<file path="src/rtl/cnn_fm_pkg.sv">
// ============================================================================
// Module      : cnn_fm_pkg
// Description : Shared types and sizing helpers for the layer feature-map buffer.
// Revision    : 1.0
// ============================================================================
`default_nettype none

package cnn_fm_pkg;

  localparam int DEF_FM_WIDTH  = 4;
  localparam int DEF_FM_HEIGHT = 4;

  typedef enum logic [1:0] {
    RD_IDLE = 2'd0,
    RD_LINE = 2'd1,
    RD_HBLK = 2'd2,
    RD_VGAP = 2'd3
  } rd_state_e;

  function automatic int fm_depth(input int width, input int height);
    return width * height;
  endfunction

  // Address width for a memory of the given depth, never narrower than one bit.
  function automatic int addr_w(input int depth);
    return (depth < 2) ? 1 : $clog2(depth);
  endfunction

  // Counter width able to hold max_val, never narrower than one bit.
  function automatic int cnt_w(input int max_val);
    return (max_val < 1) ? 1 : $clog2(max_val + 1);
  endfunction

endpackage

`default_nettype wire

</file>
<file path="src/rtl/fm_sdp_ram.sv">
// ============================================================================
// Module      : fm_sdp_ram
// Description : Inferred simple dual-port RAM, one write port, registered read.
// Revision    : 1.0
// ============================================================================
`default_nettype none

module fm_sdp_ram #(
  parameter int DEPTH  = 16,
  parameter int WIDTH  = 16,
  parameter int ADDR_W = 4
) (
  input  logic              clk,
  input  logic              i_wr_en,
  input  logic [ADDR_W-1:0] i_wr_addr,
  input  logic [WIDTH-1:0]  i_wr_data,
  input  logic              i_rd_en,
  input  logic [ADDR_W-1:0] i_rd_addr,
  output logic [WIDTH-1:0]  o_rd_data
);

  logic [WIDTH-1:0] r_mem [DEPTH];
  logic [WIDTH-1:0] r_rd_data;

  always_ff @(posedge clk) begin
    if (i_wr_en) r_mem[i_wr_addr] <= i_wr_data;
    if (i_rd_en) r_rd_data <= r_mem[i_rd_addr];
  end

  assign o_rd_data = r_rd_data;

endmodule

`default_nettype wire

</file>
<file path="src/rtl/layer_fm_buffer.sv">
// ============================================================================
// Module      : layer_fm_buffer
// Description : Captures one raster frame into RAM and replays it REPEAT times
//               as a regenerated vsync/href stream with programmable blanking.
// Revision    : 1.0
// ============================================================================
`default_nettype none

module layer_fm_buffer
  import cnn_fm_pkg::*;
#(
  parameter int FM_WIDTH  = DEF_FM_WIDTH,
  parameter int FM_HEIGHT = DEF_FM_HEIGHT,
  parameter int DATA_W    = 16,
  parameter int CH        = 1,
  parameter int HBLK      = 16,
  parameter int VBLK      = 16,
  parameter int REPEAT    = 1
) (
  input  logic                 clk,
  input  logic                 rst,
  input  logic                 fm_ram_wea,
  input  logic                 pre_vsync,
  input  logic                 pre_href,
  input  logic                 pre_valid,
  input  logic [CH*DATA_W-1:0] pre_data,
  input  logic                 start_output,
  output logic                 save_fm_acmp,
  output logic                 frame_err,
  output logic                 busy,
  output logic                 post_vsync,
  output logic                 post_href,
  output logic [CH*DATA_W-1:0] post_data,
  output logic                 end_output
);

  localparam int c_FM_DEPTH = fm_depth(FM_WIDTH, FM_HEIGHT);
  localparam int c_ADDR_W   = addr_w(c_FM_DEPTH);
  localparam int c_WORD_W   = CH * DATA_W;
  localparam int c_WCNT_W   = cnt_w(c_FM_DEPTH);
  localparam int c_COL_W    = cnt_w(FM_WIDTH - 1);
  localparam int c_LINE_W   = cnt_w(FM_HEIGHT - 1);
  localparam int c_REP_W    = cnt_w(REPEAT - 1);
  localparam int c_BLK_W    = cnt_w((HBLK > VBLK) ? HBLK : VBLK);

  localparam logic [c_ADDR_W-1:0] c_ADDR_LAST = c_ADDR_W'(c_FM_DEPTH - 1);
  localparam logic [c_WCNT_W-1:0] c_WCNT_FULL = c_WCNT_W'(c_FM_DEPTH);
  localparam logic [c_COL_W-1:0]  c_COL_LAST  = c_COL_W'(FM_WIDTH - 1);
  localparam logic [c_LINE_W-1:0] c_LINE_LAST = c_LINE_W'(FM_HEIGHT - 1);
  localparam logic [c_REP_W-1:0]  c_REP_LAST  = c_REP_W'(REPEAT - 1);
  localparam logic [c_BLK_W-1:0]  c_HBLK_LAST = c_BLK_W'((HBLK > 0) ? HBLK - 1 : 0);
  localparam logic [c_BLK_W-1:0]  c_VBLK_LAST = c_BLK_W'((VBLK > 0) ? VBLK - 1 : 0);

  // ---------------------------------------------------------------- capture
  logic                r_vsync_d;
  logic [c_ADDR_W-1:0] r_wr_addr;
  logic [c_WCNT_W-1:0] r_wr_cnt;
  logic                r_frame_valid;
  logic                r_save;
  logic                r_err;

  logic                w_vs_rise;
  logic                w_vs_fall;
  logic                w_wr_en;
  logic [c_ADDR_W-1:0] w_wr_base;
  logic [c_WCNT_W-1:0] w_cnt_base;

  assign w_vs_rise  = fm_ram_wea & pre_vsync & ~r_vsync_d;
  assign w_vs_fall  = fm_ram_wea & ~pre_vsync & r_vsync_d;
  assign w_wr_en    = fm_ram_wea & pre_vsync & pre_href & pre_valid;
  // A pixel arriving on the very cycle vsync rises belongs at address 0.
  assign w_wr_base  = w_vs_rise ? '0 : r_wr_addr;
  assign w_cnt_base = w_vs_rise ? '0 : r_wr_cnt;

  always_ff @(posedge clk) begin
    if (rst) begin
      r_vsync_d     <= 1'b0;
      r_wr_addr     <= '0;
      r_wr_cnt      <= '0;
      r_frame_valid <= 1'b0;
      r_save        <= 1'b0;
      r_err         <= 1'b0;
    end else begin
      r_vsync_d <= pre_vsync;
      r_save    <= 1'b0;
      r_err     <= 1'b0;
      if (w_wr_en) begin
        r_wr_addr <= (w_wr_base == c_ADDR_LAST) ? '0 : w_wr_base + c_ADDR_W'(1);
        r_wr_cnt  <= (w_cnt_base == c_WCNT_FULL) ? w_cnt_base : w_cnt_base + c_WCNT_W'(1);
      end else begin
        r_wr_addr <= w_wr_base;
        r_wr_cnt  <= w_cnt_base;
      end
      if (w_vs_rise) r_frame_valid <= 1'b0;
      if (w_vs_fall) begin
        if (r_wr_cnt == c_WCNT_FULL) begin
          r_save        <= 1'b1;
          r_frame_valid <= 1'b1;
        end else begin
          r_err <= 1'b1;
        end
      end
    end
  end

  // ---------------------------------------------------------------- replay FSM
  rd_state_e           r_state;
  logic [c_ADDR_W-1:0] r_rd_addr;
  logic [c_COL_W-1:0]  r_col;
  logic [c_LINE_W-1:0] r_line;
  logic [c_REP_W-1:0]  r_rep;
  logic [c_BLK_W-1:0]  r_blk;

  rd_state_e           w_state_nxt;
  logic [c_ADDR_W-1:0] w_addr_nxt;
  logic [c_COL_W-1:0]  w_col_nxt;
  logic [c_LINE_W-1:0] w_line_nxt;
  logic [c_REP_W-1:0]  w_rep_nxt;
  logic [c_BLK_W-1:0]  w_blk_nxt;

  logic r_href;
  logic r_vsync;
  logic r_last_d1;
  logic r_end;

  logic w_start_ok;
  logic w_rd_en;
  logic w_fsm_vsync;
  logic w_last_pix;
  logic w_busy;

  assign w_start_ok = start_output & r_frame_valid & (r_state == RD_IDLE) & ~r_last_d1 & ~r_end;

  always_ff @(posedge clk) begin
    if (rst) begin
      r_state   <= RD_IDLE;
      r_rd_addr <= '0;
      r_col     <= '0;
      r_line    <= '0;
      r_rep     <= '0;
      r_blk     <= '0;
    end else begin
      r_state   <= w_state_nxt;
      r_rd_addr <= w_addr_nxt;
      r_col     <= w_col_nxt;
      r_line    <= w_line_nxt;
      r_rep     <= w_rep_nxt;
      r_blk     <= w_blk_nxt;
    end
  end

  always_comb begin
    w_state_nxt = r_state;
    w_addr_nxt  = r_rd_addr;
    w_col_nxt   = r_col;
    w_line_nxt  = r_line;
    w_rep_nxt   = r_rep;
    w_blk_nxt   = r_blk;
    unique case (r_state)
      RD_IDLE: begin
        if (w_start_ok) begin
          w_state_nxt = RD_LINE;
          w_addr_nxt  = '0;
          w_col_nxt   = '0;
          w_line_nxt  = '0;
          w_rep_nxt   = '0;
        end
      end
      RD_LINE: begin
        w_addr_nxt = (r_rd_addr == c_ADDR_LAST) ? '0 : r_rd_addr + c_ADDR_W'(1);
        if (r_col == c_COL_LAST) begin
          w_col_nxt = '0;
          w_blk_nxt = '0;
          if (r_line != c_LINE_LAST) begin
            w_line_nxt = r_line + c_LINE_W'(1);
            if (HBLK != 0) w_state_nxt = RD_HBLK;
          end else if (r_rep != c_REP_LAST) begin
            w_line_nxt = '0;
            w_rep_nxt  = r_rep + c_REP_W'(1);
            w_addr_nxt = '0;
            if (VBLK != 0) w_state_nxt = RD_VGAP;
          end else begin
            w_state_nxt = RD_IDLE;
          end
        end else begin
          w_col_nxt = r_col + c_COL_W'(1);
        end
      end
      RD_HBLK: begin
        if (r_blk == c_HBLK_LAST) w_state_nxt = RD_LINE;
        else                      w_blk_nxt   = r_blk + c_BLK_W'(1);
      end
      RD_VGAP: begin
        if (r_blk == c_VBLK_LAST) w_state_nxt = RD_LINE;
        else                      w_blk_nxt   = r_blk + c_BLK_W'(1);
      end
      default: w_state_nxt = RD_IDLE;
    endcase
  end

  always_comb begin
    w_rd_en     = (r_state == RD_LINE);
    w_fsm_vsync = (r_state == RD_LINE) | (r_state == RD_HBLK);
    w_last_pix  = (r_state == RD_LINE) & (r_col == c_COL_LAST) &
                  (r_line == c_LINE_LAST) & (r_rep == c_REP_LAST);
    w_busy      = (r_state != RD_IDLE) | r_last_d1 | r_end;
  end

  // Envelope is delayed one cycle to line up with the registered RAM read.
  always_ff @(posedge clk) begin
    if (rst) begin
      r_href    <= 1'b0;
      r_vsync   <= 1'b0;
      r_last_d1 <= 1'b0;
      r_end     <= 1'b0;
    end else begin
      r_href    <= w_rd_en;
      r_vsync   <= w_fsm_vsync;
      r_last_d1 <= w_last_pix;
      r_end     <= r_last_d1;
    end
  end

  logic [c_WORD_W-1:0] w_ram_q;

  fm_sdp_ram #(
    .DEPTH  (c_FM_DEPTH),
    .WIDTH  (c_WORD_W),
    .ADDR_W (c_ADDR_W)
  ) u_ram (
    .clk       (clk),
    .i_wr_en   (w_wr_en),
    .i_wr_addr (w_wr_base),
    .i_wr_data (pre_data),
    .i_rd_en   (w_rd_en),
    .i_rd_addr (r_rd_addr),
    .o_rd_data (w_ram_q)
  );

  assign save_fm_acmp = r_save;
  assign frame_err    = r_err;
  assign busy         = w_busy;
  assign post_vsync   = r_vsync;
  assign post_href    = r_href;
  assign post_data    = r_href ? w_ram_q : '0;
  assign end_output   = r_end;

endmodule

`default_nettype wire

</file>
<file path="config.mk">
export PLATFORM = sky130hd
export DESIGN_NAME = layer_fm_buffer
export DESIGN_NICKNAME = d
export VERILOG_FILES = /design/src/rtl/cnn_fm_pkg.sv /design/src/rtl/fm_sdp_ram.sv /design/src/rtl/layer_fm_buffer.sv
export SDC_FILE = /design/constraint.sdc
export NUM_CORES = 1
export LEC_CHECK = 0
export ABC_AREA = 1
export ABC_CLOCK_PERIOD_IN_PS = 3380
export BUFFER_PORTS_ARGS = -buffer_cell sky130_fd_sc_hd__buf_2
export CELL_PAD_IN_SITES_DETAIL_PLACEMENT = 0
export CELL_PAD_IN_SITES_GLOBAL_PLACEMENT = 1
export CORE_ASPECT_RATIO = 1.2
export CORE_MARGIN = 2
export CORE_UTILIZATION = 50
export DETAILED_ROUTE_END_ITERATION = 6
export GPL_TIMING_DRIVEN = 0
export PLACE_DENSITY_LB_ADDON = 0.08
export SLEW_MARGIN = 15
export SYNTH_ARGS = -nofsm -noshare
export SYNTH_HDL_FRONTEND = slang
export SYNTH_SLANG_ARGS = --single-unit
</file>
<file path="constraint.sdc">
create_clock -name clk -period 3.38 [get_ports clk]
set_clock_uncertainty 0.1 [all_clocks]
set_input_delay 1.014 -clock clk [delete_from_list [all_inputs] [get_ports clk]]
set_output_delay 1.014 -clock clk [all_outputs]
set_load 0.005 [all_outputs]
</file>
==> results of run 1 <==
-- registers in the layout, summed over array words and instances (netlist names) --
signal           cells
u_ram.o_rd_data     16
r_frame_valid        1
r_col                2
r_wr_cnt             5
post_href            1
u_ram.r_mem        256
r_last_d1            1
r_vsync_d            1
r_wr_addr            4
r_line               2
frame_err            1
r_rd_addr            4
post_vsync           1
save_fm_acmp         1
end_output           1
r_state              2
r_blk                5
-- power groups by stage --
stage	clock, mW	combinational, mW	sequential [mW]
floorplan	0	0.699	4.32
global placement	0	1.10	4.33
detailed placement	0	1.11	4.33
CTS	3.02	1.11	4.25
global route	3.16	1.25	4.26
finish	2.97	1.11	4.25
-- tightest hold or removal path, delay by kind of cell, from the launching register on --
family	cells	cell delay (ps)
simple gates	1	40
flops	1	310
buf+inv	1	60
-- area by class of cell --
type | instances | area share (%)
clock inverters | 11 | 0.313
well taps | 325 | 2.82
inverters | 109 | 2.84
repair buffers | 60 | 3.04
multi-input cells | 668 | 21.9
clock buffers | 40 | 5.62
flip-flops and latches | 304 | 61.1
plain buffers | 56 | 2.35
-- layout by cell type, fill, tap and decap left out --
cell type	count
nand2_4	1
o211ai_1	44
nor2_4	1
clkinv_1	9
ha_1	11
nand3_2	2
nand3b_1	1
o21ai_1	17
nand2_2	1
nand3_1	112
clkinv_2	3
nand2_1	200
nor3_2	1
xnor2_1	1
buf_1	4
nor2_2	17
a21oi_1	13
edfxtp_1	272
clkbuf_1	23
o21ai_0	60
a31o_2	1
buf_4	10
buf_8	10
inv_2	3
dfxtp_1	32
inv_1	105
nor4_1	2
nor2_1	169
nor3_1	3
buf_2	63
or3_4	1
clkbuf_16	31
nand4_1	9
buf_6	15
o31ai_1	1
-- logic make-up after synthesis --
family	after synthesis	synth area share [%]
adders and majority gates	11	1.09
AOI/OAI and AO/OA	136	6.29
and+or+nand+nor	520	17.1
buffers and inverters	165	5.90
xor gates and xnor gates	1	0.0691
DFF	304	69.5
-- per-layer routing --
layer / routed length (um) / up-vias
met3: 1750 / 62
met2: 15500 / 233
met5: 0 / -
met4: 1410 / 0
li1: - / 4083
met1: 14000 / 4001
-- worst min-delay path by stage --
stage / startpoint / end / slack (ps) / cells after the start
after floorplan: r_last_d1 / end_output / 320 / 2
after global placement: r_last_d1 / end_output / 340 / 2
after CTS: r_last_d1 / end_output / 350 / 2
after global routing: r_last_d1 / end_output / 380 / 2
final: r_last_d1 / end_output / 350 / 2
after detailed placement: r_last_d1 / end_output / 340 / 2
-- cell usage after synthesis (2+ instances only) --
| master | number |
|---|---|
| a21oi_1 | 13 |
| buf_1 | 4 |
| buf_2 | 19 |
| buf_4 | 10 |
| buf_6 | 9 |
| clkbuf_1 | 14 |
| dfxtp_1 | 32 |
| edfxtp_1 | 272 |
| ha_1 | 11 |
| inv_1 | 105 |
| inv_2 | 3 |
| nand2_1 | 200 |
| nand3_1 | 112 |
| nand3_2 | 2 |
| nand4_1 | 9 |
| nor2_1 | 185 |
| nor3_1 | 3 |
| nor4_1 | 2 |
| o211ai_1 | 44 |
| o21ai_0 | 60 |
| o21ai_1 | 17 |
-- metrics by stage --
stage	setup slack [ps]	instances	hold WS [ps]	area, um2
after floorplan	532	1137	324	12700
after global placement	-497	1506	335	13300
after detailed placement	167	1522	344	13600
after CTS	408	1573	349	14400
after global routing	328	1573	376	14400
final	468	1573	347	14400
==> qor.txt, run 1 <==
Leak Pwr - 5.39 nW
Cts bufs inserted - 30
Total gr overflow - 0
Number of synthesized flops with an enable pin - 272
CP max-delay cell - dfxtp_1
Reg2Reg Depth - 8
Switching share of power - 25.5%
Core area - 24800 um2
Met2 Use GR - 41.6%
Die Height - 178 um
Port bufs - 44
Critical Path Start Type - register
Final WL - 32700 um
Placer congestion estimate - 0.841
Worst slew margin - 36.1%
Flop pwr share - 51.0%
Combinational power share - 13.3%
Psw - 2.12 mW
Worst slew pin tran - 958 ps
Area contributors post-synth - edfxtp_1, nand2_1, nor2_1
Post-synthesis sequential area ratio - 69.5%
Row count - 63
Synthesized flop and latch total - 304
Status - complete, no violations
Crit Reg-Reg Endpoint - u_ram.r_mem[15][11]
Vias per inst - 5.33
Area occupied by multi-input gates - 3160 um2
Post-Synthesis Cells - 1137
R2r setup slk - 930 ps
Mapped Nets - 1171
Post-CTS Setup Repair Bufs - 0
Final-layout fill cell count - 2134
CP dominant cell by count - clkbuf_1
N_diodes - 0
Launch point of the critical path - post_href
FF/Latch Area - 8810 um2
Fin crit period - 2910 ps
Final net count - 1263
Max Root-Sink Buffers - 3
WL per Instance - 20.8 um
1st-iter DRT viols - 720
Routed Antenna Nets - 0
Worst Hold Class - reg2reg
CP arrival - 1800 ps
Yosys Warn Count - 0
Post_cts resized - 0
Overall power - 8.32 mW
GRT busiest layer - met2
Pint - 6.20 mW
Clk network pwr share - 35.6%
Die ar. - 26600 um2
Period utilization - 86.2%
Final setup vio count - 0
H-Tree Depth - 1
Clock transition at path regs - 60 ps
CP peak stage delay - 360 ps
Worst setup EP type - primary output
Yosys top cell area share - 64.4%
CP Data Required Time - 2270 ps
Hold_buf cts - 0
Clk sinks - 304
Post-DP HPWL - 22000 um
Cell taking the most area after synthesis - edfxtp_1
Syn Area/Cell - 11.1 um2
Yosys cell types - 32
Initial antenna violation count - 0
Async SR Flop Fraction - 0%
Fin. Hold Viols - 0
CP Depth - 5
Fin. max-slew vios - 0
First drt pass iteration count - 5
FF-to-FF Start - r_vsync_d
First-pass GRT wire length - 48600 um
Crit-path max FO - 10
Max Cap Violations - 0
Post-synthesis cell area - 12700 um2
CTS Root Cell - clkbuf_16
Most used DFF post-synth - edfxtp_1
Max Clock Freq - 343 MHz
Number of global-route vias before repair - 7992
Met3 GRT Util - 2.69%
RSZ-0062 raised after global routing - no
Initial Utilization - 51.0%
Worst Path Buf+Inv - 4
I/O Pins - 45
Crit path to - post_data[9]
TNS Setup - 0 ps
Layout cells sized above 1 - 12.8%
Largest net degree at the start of global routing - 24
Chip width - 149 um
Grt met1 use - 34.4%
P per Cell Area - 578 nW/um2
Global-route usage over all layers - 25.2%
VDD IR max - 411 uV
CP top delay family - buffers and inverters
Via count - 8379
Area Growth Syn to Fin - 13.7%
CTS tree - done
Drt drc - 0
Clock Latency Late Sink - 550 ps
Crit path kind - reg2out
Utilization after layout - 58.0%
Worst-path cell chain - clkbuf_1 > clkbuf_1 > nand2_1 > inv_1 > buf_2
No activity file was read; power rests on OpenSTA's default activity.
==> run 2, diff against run 1 <==
--- a/config.mk
+++ b/config.mk
@@ -6,17 +6,16 @@
 export NUM_CORES = 1
 export LEC_CHECK = 0
 export ABC_AREA = 1
-export ABC_CLOCK_PERIOD_IN_PS = 3380
+export ABC_CLOCK_PERIOD_IN_PS = 2810
 export BUFFER_PORTS_ARGS = -buffer_cell sky130_fd_sc_hd__buf_2
 export CELL_PAD_IN_SITES_DETAIL_PLACEMENT = 0
 export CELL_PAD_IN_SITES_GLOBAL_PLACEMENT = 1
 export CORE_ASPECT_RATIO = 1.2
-export CORE_MARGIN = 2
 export CORE_UTILIZATION = 50
 export DETAILED_ROUTE_END_ITERATION = 6
 export GPL_TIMING_DRIVEN = 0
 export PLACE_DENSITY_LB_ADDON = 0.08
-export SLEW_MARGIN = 15
+export SLEW_MARGIN = 25
 export SYNTH_ARGS = -nofsm -noshare
 export SYNTH_HDL_FRONTEND = slang
 export SYNTH_SLANG_ARGS = --single-unit
==> constraint.sdc (replaced) <==
create_clock -name clk -period 2.81 [get_ports clk]
set_clock_uncertainty 0.1 [all_clocks]
set_input_delay 0.843 -clock clk [delete_from_list [all_inputs] [get_ports clk]]
set_output_delay 0.843 -clock clk [all_outputs]
set_load 0.005 [all_outputs]
==> qor.txt, run 2 (synthesis results as in run 1) <==
R2r setup slk - 500 ps (-430 ps)
Row count - 63 (unchanged)
Die ar. - 26000 um2 (-2.4%)
Drt drc - 0 (unchanged)
Final-layout fill cell count - 2131 (-0.14%)
Placer congestion estimate - 0.849 (+0.94%)
P per Cell Area - 746 nW/um2 (+29%)
Final setup vio count - 0 (unchanged)
Area after DPL - 13500 um2 (-0.18%)
Worst setup EP type - primary output
M1 WL - 13600 um (-2.7%)
Cts bufs inserted - 30 (unchanged)
Commonest non-fill, non-tap cell in the layout - edfxtp_1
Critical Path Start Type - register
Period utilization - 88.6%
Worst slew pin tran - 879 ps (-78.4 ps)
Worst Hold Class - reg2reg
Design Area, Final - 14700 um2 (+1.8%)
Min Hold Slack - 345 ps (-1.83 ps)
Launch point of the critical path - post_href
Clock Latency Late Sink - 560 ps (about the same)
Worst-path cell chain - clkbuf_2 > nand2_1 > inv_1 > buf_2
Final net count - 1261 (-0.16%)
Total gr overflow - 0 (unchanged)
Port bufs - 44 (unchanged)
Hold_buf cts - 0 (unchanged)
CTS tree - done
VDD IR max - 511 uV (+24%)
Chip width - 147 um (-1.3%)
Area Growth Syn to Fin - 15.7%
CP max-delay cell - dfxtp_1
CP peak stage delay - 500 ps (+140 ps)
Layout cells sized above 1 - 13.7% (+0.85 points)
Final WL - 32600 um (-0.21%)
Core area - 24800 um2 (unchanged)
CP top delay family - flip-flops
Highest-count cells in the layout ignoring fill and taps - edfxtp_1, nand2_1, nor2_1
Detail Route met2 WL - 15800 um (+1.8%)
Max Clock Freq - 401 MHz
I/O Pins - 45 (unchanged)
TNS Setup - 0 ps (unchanged)
Clk sinks - 304 (unchanged)
Metal3 WL - 1960 um (+12%)
Global-route usage over all layers - 26.1% (+0.84 points)
Biggest register - u_ram.r_mem
Number of global-route vias before repair - 8001 (+0.11%)
Reg2Reg Depth - 8 (unchanged)
Crit Reg-Reg Endpoint - u_ram.r_mem[3][9]
Fin. Hold Viols - 0 (unchanged)
CP arrival - 1550 ps (-250 ps)
Die Height - 176 um (-1.1%)
Max reg flops - 256 (unchanged)
1st-iter DRT viols - 619 (-14%)
Crit path to - post_data[14]
Via count - 8383 (+0.048%)
Crit-path max FO - 10 (unchanged)
WL per Instance - 20.7 um (-0.47%)
Initial antenna violation count - 1 (+1)
Fin. max-slew vios - 0 (unchanged)
Worst Path Buf+Inv - 3 (-1)
Post-DP HPWL - 22100 um (+0.53%)
RSZ-0062 raised after global routing - no
Worst slew margin - 41.4% (+5.2 points)
First drt pass iteration count - 5 (unchanged)
Max Root-Sink Buffers - 3 (unchanged)
CTS Root Cell - clkbuf_16
CP Data Required Time - 1870 ps (-400 ps)
CP Depth - 4 (-1)
Status - complete, no violations
Max Cap Violations - 0 (unchanged)
FF-to-FF Start - r_vsync_d
Initial Utilization - 51.0% (unchanged)
DR top layer - met4
H-Tree Depth - 1 (unchanged)
Leak Pwr - 5.51 nW (+2.3%)
First-pass GRT wire length - 48900 um (+0.51%)
Largest net degree at the start of global routing - 24 (unchanged)
Fin crit period - 2490 ps
Clock transition at path regs - 60 ps (about the same)
Vias per inst - 5.32 (-0.21%)
Routed Antenna Nets - 0 (unchanged)
Crit path kind - reg2out
run 2: cell types whose count changed in the layout (fill, tap and decap cells not counted), sizes merged:
cell    change
buf         -1
diode       +1
clkinv      +3
clkbuf      -8
bufinv      +9
run 2: worst min-delay path, cell delays in order (launching register included):
cell and delay (ps):
dfxtp_1 310, inv_1 60, nor2_1 40
run 2: timing repair:
item                       4_1_cts  5_1_grt
resized for setup                1        0
gates cloned                     0        0
setup endpoints to repair        1        1
buffers inserted                 0        0
run 2: how the worst min path moves through the flow:
stage,start,end,slack [ps],depth (start not counted)
4_1_cts,r_last_d1,end_output,340,2
6_report,r_last_d1,end_output,350,2
3_5_place_dp,r_last_d1,end_output,340,2
3_3_place_gp,r_last_d1,end_output,330,2
2_1_floorplan,r_last_d1,end_output,320,2
5_1_grt,r_last_d1,end_output,380,2
run 2: where the power goes:
part,total [mW],leakage [nW],switching [mW],internal (mW)
logic,1.35,2.26,0.930,0.418
clock network,4.48,0.545,1.66,2.82
registers,5.11,2.71,0.0529,5.06
run 2: per-layer routing:
layer | GRT usage [%] | vias up
li1 | - | 4082
met1 | 35.0 | 3994
met2 | 43.7 | 245
met3 | 2.76 | 62
met4 | 10.3 | 0
met5 | 0 | -
run 2: metrics by stage:
stage | total power [mW] | utilization [%] | worst slack (ps) | cells
final | 10.9 | 59.1 | 319 | 1577
after global routing | 11.3 | 59.1 | 145 | 1576
after CTS | 11.0 | 59.0 | 119 | 1576
after detailed placement | 6.55 | 54.5 | -115 | 1520
after global placement | 6.53 | 53.6 | -896 | 1506
after floorplan | 6.04 | - | 133 | 1137
run 2: layout make-up:
class | count | area [um2] | area share [%]
diodes | 1 | 2.50 | 0.0171
multi-input cells | 668 | 3170 | 21.6
well taps | 325 | 407 | 2.77
plain buffers | 55 | 337 | 2.30
clock buffers | 33 | 783 | 5.34
repair buffers | 59 | 419 | 2.86
inverters | 109 | 409 | 2.79
clock inverters | 23 | 333 | 2.27
flip-flops and latches | 304 | 8810 | 60.1
